### src/rtl/reg_writeback_queue.sv
// Register write-back queue: buffers {reg, data} requests and issues at most one per cycle to the register file.
// Optional youngest-match forwarding is built when REG_WBQ_BYPASS_EN is defined; otherwise lookup outputs are tied to 0.
module reg_writeback_queue #(
  parameter int DATA_WIDTH = 32,
  parameter int REG_COUNT  = 32,
  parameter int DEPTH      = 4
) (
  input  logic                          clk,
  input  logic                          reset,
  input  logic                          in_valid,
  output logic                          in_ready,
  input  logic [$clog2(REG_COUNT)-1:0]  in_reg,
  input  logic [DATA_WIDTH-1:0]         in_data,
  input  logic                          out_enable,
  output logic                          reg_write,
  output logic [$clog2(REG_COUNT)-1:0]  write_reg,
  output logic [DATA_WIDTH-1:0]         write_data,
  input  logic [$clog2(REG_COUNT)-1:0]  lookup_reg,
  output logic                          lookup_hit,
  output logic [DATA_WIDTH-1:0]         lookup_data,
  output logic [$clog2(DEPTH):0]        count,
  output logic                          empty
);

  localparam int REG_W = $clog2(REG_COUNT);
  localparam int PTR_W = $clog2(DEPTH);
  localparam int CNT_W = PTR_W + 1;
  localparam logic [CNT_W-1:0] DEPTH_C = CNT_W'(DEPTH);

  logic [REG_W-1:0]      reg_q  [DEPTH];
  logic [DATA_WIDTH-1:0] data_q [DEPTH];

  logic [PTR_W-1:0] rd_ptr_q, rd_ptr_d;
  logic [PTR_W-1:0] wr_ptr_q, wr_ptr_d;
  logic [CNT_W-1:0] count_q, count_d;

  logic push;
  logic pop;

  assign empty     = (count_q == '0);
  assign count     = count_q;
  assign in_ready  = (count_q < DEPTH_C);
  assign reg_write = !empty && out_enable;
  assign write_reg  = empty ? '0 : reg_q[rd_ptr_q];
  assign write_data = empty ? '0 : data_q[rd_ptr_q];

  // Requests to register 0 complete the handshake but are never stored.
  assign push = in_valid && in_ready && (in_reg != '0);
  assign pop  = reg_write;

  always_comb begin
    rd_ptr_d = rd_ptr_q;
    wr_ptr_d = wr_ptr_q;
    count_d  = count_q;
    case ({push, pop})
      2'b10: begin
        wr_ptr_d = wr_ptr_q + PTR_W'(1);
        count_d  = count_q + CNT_W'(1);
      end
      2'b01: begin
        rd_ptr_d = rd_ptr_q + PTR_W'(1);
        count_d  = count_q - CNT_W'(1);
      end
      2'b11: begin
        rd_ptr_d = rd_ptr_q + PTR_W'(1);
        wr_ptr_d = wr_ptr_q + PTR_W'(1);
      end
      default: ;
    endcase
  end

  // NOTE: sequential state uses non-blocking assignments so every register samples pre-edge values.
  always_ff @(posedge clk or posedge reset) begin
    if (reset) begin
      rd_ptr_q <= '0;
      wr_ptr_q <= '0;
      count_q  <= '0;
    end else begin
      rd_ptr_q <= rd_ptr_d;
      wr_ptr_q <= wr_ptr_d;
      count_q  <= count_d;
    end
  end

  // NOTE: the entry storage is not reset; an entry is only ever observed when count marks it occupied.
  always_ff @(posedge clk) begin
    if (push) begin
      reg_q[wr_ptr_q]  <= in_reg;
      data_q[wr_ptr_q] <= in_data;
    end
  end

`ifdef REG_WBQ_BYPASS_EN
  // Scan oldest to youngest so the last match seen is the youngest pending value.
  always_comb begin : lookup_scan
    logic [PTR_W-1:0] idx;
    idx         = '0;
    lookup_hit  = 1'b0;
    lookup_data = '0;
    for (int k = 0; k < DEPTH; k++) begin
      idx = rd_ptr_q + PTR_W'(k);
      if ((CNT_W'(k) < count_q) && (lookup_reg != '0) && (reg_q[idx] == lookup_reg)) begin
        lookup_hit  = 1'b1;
        lookup_data = data_q[idx];
      end
    end
  end
`else
  logic unused_lookup;
  assign unused_lookup = ^lookup_reg;
  assign lookup_hit    = 1'b0;
  assign lookup_data   = '0;
`endif

endmodule

### config.mk
export PLATFORM = sky130hd
export DESIGN_NAME = reg_writeback_queue
export DESIGN_NICKNAME = d
export VERILOG_FILES = /design/src/rtl/reg_writeback_queue.sv
export SDC_FILE = /design/constraint.sdc
export NUM_CORES = 1
export LEC_CHECK = 0
export CORE_MARGIN = 10
export CORE_UTILIZATION = 55
export DETAILED_ROUTE_END_ITERATION = 16
export DONT_BUFFER_PORTS = 1
export GPL_TIMING_DRIVEN = 0
export PLACE_DENSITY_LB_ADDON = 0.05
export SLEW_MARGIN = 15
export SYNTH_ARGS = -nofsm -noshare
export SYNTH_HDL_FRONTEND = slang
export SYNTH_SLANG_ARGS = --single-unit
### constraint.sdc
create_clock -name clk -period 2.84 [get_ports clk]
set_input_delay 0.142 -clock clk [delete_from_list [all_inputs] [get_ports clk]]
set_output_delay 0.142 -clock clk [all_outputs]
set_load 0.005 [all_outputs]
======== Word level (Yosys, flattened, before mapping) ========
Memories as Yosys holds them, arrays and structs flattened.
Index checks and enable logic that the tools add are counted.
word-level totals
  word-level logic and storage cells ...... 27
  memories ................................ 2
  input bits .............................. 46
  register bits ........................... 7
  output and inout bits ................... 76
  bits in writable memories ............... 148
operators by class
  muxes and demuxes ....................... 5
  $lt $le $gt $ge ......................... 1
  eq/ne operators ......................... 3
  add/subtract/negate cells ............... 4
  reduce and logical (&&, ||, !) cells .... 9
memories
  name    words  width  read ports  clocked after memory_dff  wr ports  RTL line  RTL
  data_q  4      32     1           0                         1         31        logic [DATA_WIDTH-1:0] data_q [DEPTH];
  reg_q   4      5      1           0                         1         30        logic [REG_W-1:0] reg_q [DEPTH];
operators by type and width
  cell                 number
  $mux 32              1
  $pmux 3 s2           1
  $mux 5               1
  $reduce_bool 5->1    1
  $add 2x1->2 const B  2
  $eq 2x2->1 const B   2
  $reduce_or 2->1      2
  $add 3x1->3 const B  1
  $logic_and 1x1->1    3
  $logic_not 3->1      1
  $lt 3x3->1 const B   1
  $sub 3x1->3 const B  1
  $eq 2x1->1 const B   1
  $mux 1               2
  $reduce_bool 2->1    1
  $logic_not 1->1      1

======== Longest topological paths before layout ========
  depth after elaboration ................. 5
  depth in mapped cells ................... 10
  gate-level depth less buffers ........... 9

======== Worst setup path before layout ========
Ideal clock, no wire load.
  kind .................................... register to register
  start point ............................. register count_q[2] (netlist: count[2])
  end point ............................... memory data_q[0][0], enable pin
  clock period less this slack ............ 2.083 ns
  path buffers ............................ 0
  stages on the path, launching flop included .. 4
  required time ........................... 2.442 ns
  arrival time ............................ 1.685 ns
  slack ................................... 0.757 ns
  library setup time ...................... 0.398 ns
  cells stage by stage .................... dfrtp_1 -> inv_1 -> o311a_1 -> and2_1
between the ends
  word-level cells in the longest chain between the ends .. 5
ends and longest elaborated chain
  what                            RTL line  RTL
  start: declaration              35        logic [CNT_W-1:0] count_q, count_d;
  start signal: assignment        81        count_q <= count_d;
  $lt 3x3->1                      42        assign in_ready = (count_q < DEPTH_C);
  named net in_ready              11        output logic in_ready,
  $logic_and 1x1->1 (2 in a row)  48        assign push = in_valid && in_ready && (in_reg != '0);
  $mux 1                          87        if (push) begin
  $mux 1 (not written as such)    89        data_q[wr_ptr_q] <= in_data;
  end: declaration                31
The timed path passes the listed nets, and every way through them passes these cells.

======== Worst setup path in the final report ========
  start point ............................. register count_q[0] (netlist: count[0])
  end point ............................... register count_q[2] (netlist: count[2])
between the ends
  word-level cells in the longest chain between the ends .. 5
  elaborated cells on any way between the ends .. 12
  those cells by class .................... add/sub: 2; order compare: 1; eq/ne: 2; mux: 1; reduce/logical: 6
ends and longest elaborated chain
  what                                                    RTL line  RTL
  $logic_not 3->1 (*)                                     40        assign empty = (count_q == '0);
  $logic_not 1->1 (*)                                     43        assign reg_write = !empty && out_enable;
  $logic_and 1x1->1 (*)                                   43
  named net reg_write                                     15        output logic reg_write,
  $eq 2x1->1 / $eq 2x2->1 (equally long branches)         55        case ({push, pop})
  $pmux 3 s2 / $reduce_bool 2->1 (equally long branches)  --
The timed path passes the listed nets; every way through them passes the cells marked *.
A chain may end at the register's enable or synchronous reset.

==> flow_summary.json <==
{
  "status": "completed",
  "synth_area_sq_mm": 0.00629,
  "yosys_most_used_dff": "edfxtp_1",
  "clock_skew_ps": 7.17,
  "dp_hpwl_um": 7490,
  "grt_pass1_wl_um": 18400,
  "peakVddDrop_v": 0.000490,
  "pre_cts_slack_ps": 260,
  "cts_tree": "yes",
  "ys_async_sr_fraction": 0.0452,
  "switching_share": 0.274,
  "clock_sinks": 155,
  "core.rowCount": 38,
  "grt_use_total": 0.149,
  "hold_violations": 0,
  "cts_buffers": 17,
  "synth.distinct_cells": 21,
  "regArea_sq_mm": 0.00462,
  "critPathLaunchType": "register",
  "coreArea_sq_mm": 0.0110,
  "use_met2": 0.245,
  "synth_top_family_by_area": "multiplexers",
  "fin_nets": 459,
  "synth_seq_area_share": 0.734,
  "ant_nets": 0,
  "synth_top_cell_area_share": 0.707,
  "synth_edf_count": 148,
  "drive_above_1_share": 0.273,
  "reg2reg_setup_slack_ps": 450,
  "synth_compound_area_frac": 0.00159,
  "worstReg2RegStart": "count[0]$_DFFE_PP0P_",
  "start_util": 0.570,
  "synth-simple-area-share": 0.0454,
  "worstSetupPathType": "reg2reg",
  "clockPowerShare": 0.295,
  "min_period_ps": 2390,
  "numPortBuffers": 0,
  "met3_usage": 0.0633,
  "seq_power_share": 0.420,
  "drc": 0,
  "endpoint_kind": "register",
  "grt_max_degree": 26,
  "drt-vias-per-instance": 5.23,
  "clockBufferDepth": 2,
  "yosysMostFrequentCell": "edfxtp_1",
  "antenna_found_initial": 0,
  "yosys_register_bits": 155,
  "critPathArrivalTime_ps": 2720,
  "nFillCells": 751,
  "path_clk_slew_ps": 60,
  "tns_ps": 0,
  "reg2reg_depth": 9,
  "synth_fa_ha_area_frac": 0.0171,
  "drtPass1Iterations": 4,
  "syn_inst": 312,
  "die_h_um": 127,
  "yosysTopAreaCell": "edfxtp_1",
  "io_pins": 122,
  "startpoint": "count[0]$_DFFE_PP0P_",
  "grt_use_met1": 0.177,
  "ys_warn_count": 0,
  "root_buffer": "clkbuf_16",
  "p_per_area_mw_per_mm2": 930,
  "setup_slack_ps": 447,
  "grt_pass1_vias": 3210,
  "gp_congestion": 0.681,
  "synth.area.top_cells": "edfxtp_1, mux4_2, buf_4",
  "routed_wl_um": 11300,
  "insertion_delay_ps": 400,
  "synthMuxAreaShare": 0.136,
  "final-setup-viol-count": 0,
  "dp.cells": 488,
  "die-width_um": 127,
  "synth_xor_area_frac": 0.00835,
  "fmax_ghz": 0.418,
  "fin_cells": 557,
  "num_vias": 2912,
  "busiest_layer": "met2",
  "initialDrtViolationCount": 148,
  "relSlewSlack": 0.546,
  "wire_per_inst_um": 20.4,
  "p_int_mw": 5.15,
  "cap_violations": 0,
  "grt_setup_unrepaired": "no",
  "min_path_type": "in2async",
  "synth_area_per_cell_sq_um": 20.2,
  "multi_input_area_sq_mm": 0.00144,
  "pwr-share-comb": 0.285,
  "cp_max_fo": 13,
  "syn_to_final_growth_pct": 21.2,
  "diodes": 0,
  "fin_crit_sh": 0.843,
  "cp.required_ps": 3170,
  "cts_setup_buffers": 0,
  "p_switching_mw": 1.94,
  "htreeDepth": 4,
  "overflow": 0,
  "ctsResizeCount": 0,
  "slew_viol_final": 0,
  "synthTopCellsByCount": "edfxtp_1, and2_1, mux4_2",
  "die_area_sq_mm": 0.0161,
  "worst_pin_slew_ps": 680,
  "p_leak_nw": 2.71
}
layout make-up:
| type | instances | area share |
|---|---|---|
| clock inverter | 12 | 0.0166 |
| tap | 140 | 0.0230 |
| sequential | 155 | 0.606 |
| buffer | 44 | 0.0414 |
| multi-input combinational | 134 | 0.189 |
| timing repair buffer | 43 | 0.0627 |
| clock buffer | 19 | 0.0568 |
| inverter | 10 | 0.00492 |
worst paths after layout:
check	to
worst max-delay path	count[2]$_DFFE_PP0P_
worst min-delay path	rd_ptr_q[1]$_DFFE_PP0P_
worst max register to register	count[2]$_DFFE_PP0P_
worst min register to register	wr_ptr_q[0]$_DFFE_PP0P_
max in group asynchronous	rd_ptr_q[0]$_DFFE_PP0P_
min in group clk	count[0]$_DFFE_PP0P_
power groups by stage:
stage          Combinational (mW)  Clock (mW)  Sequential [mW]
2_1_floorplan                1.53           0             3.00
3_3_place_gp                 1.96           0             3.03
3_5_place_dp                 2.04           0             3.03
4_1_cts                      2.11        2.14             2.98
5_1_grt                      2.26        2.24             3.01
6_report                     2.02        2.10             2.98
flip-flops by register name, summed over array words and instances (netlist names):
| register | flops |
|---|---|
| count | 3 |
| reg_q | 20 |
| data_q | 128 |
| rd_ptr_q | 2 |
| wr_ptr_q | 2 |
critical path, cell delays in order (launching register included):
cell     delay [ps]
dfrtp_1         420
or3_1           470
nand2_1         190
inv_1           180
ha_1            200
inv_1            60
fa_1            380
xor2_1          150
nor2_1          130
xnor2_1         130
logic make-up after synthesis:
family,count (synthesis)
buffers and inverters,55
adder cells (fa/ha/maj),8
other,1
AND/OR/NAND/NOR,47
flip-flops,155
multiplexers,39
XOR/XNOR,6
AO/OA/AOI/OAI,1
per-layer routing:
layer / vias up / part of all wire
met2: 101 / 0.51
met5: - / 0
met1: 1476 / 0.39
met3: 7 / 0.086
li1: 1328 / -
met4: 0 / 0.0088
repair_timing:
action                                  4_1_cts  5_1_grt
endpoints found under the setup margin        0        1
hold endpoints to repair                    157        0
hold buffers                                 39        0
layout by cell type (no fill, tap or decap), drive strengths merged:
master	n
and2	41
buf	44
bufinv	2
clkbuf	23
clkinv	6
clkinvlp	4
conb	33
dfrtp	7
dlygate4sd3	39
edfxtp	148
fa	1
ha	7
inv	10
mux2	1
mux2i	1
mux4	37
nand2	1
nand3	1
nor2	2
o311a	1
or3	2
xnor2	5
xor2	1
stage by stage:
stage	instance area (sq um)	total power, mW	hold WS (ps)	util
finish	7620	7.09	111	0.691
global route	7620	7.51	125	0.691
CTS	7630	7.23	106	0.691
detailed placement	6680	5.06	-8.29	0.605
global placement	6590	4.99	-12.9	0.597
floorplan	6410	4.53	-54.6	-
(Power assumes the default switching activity.)
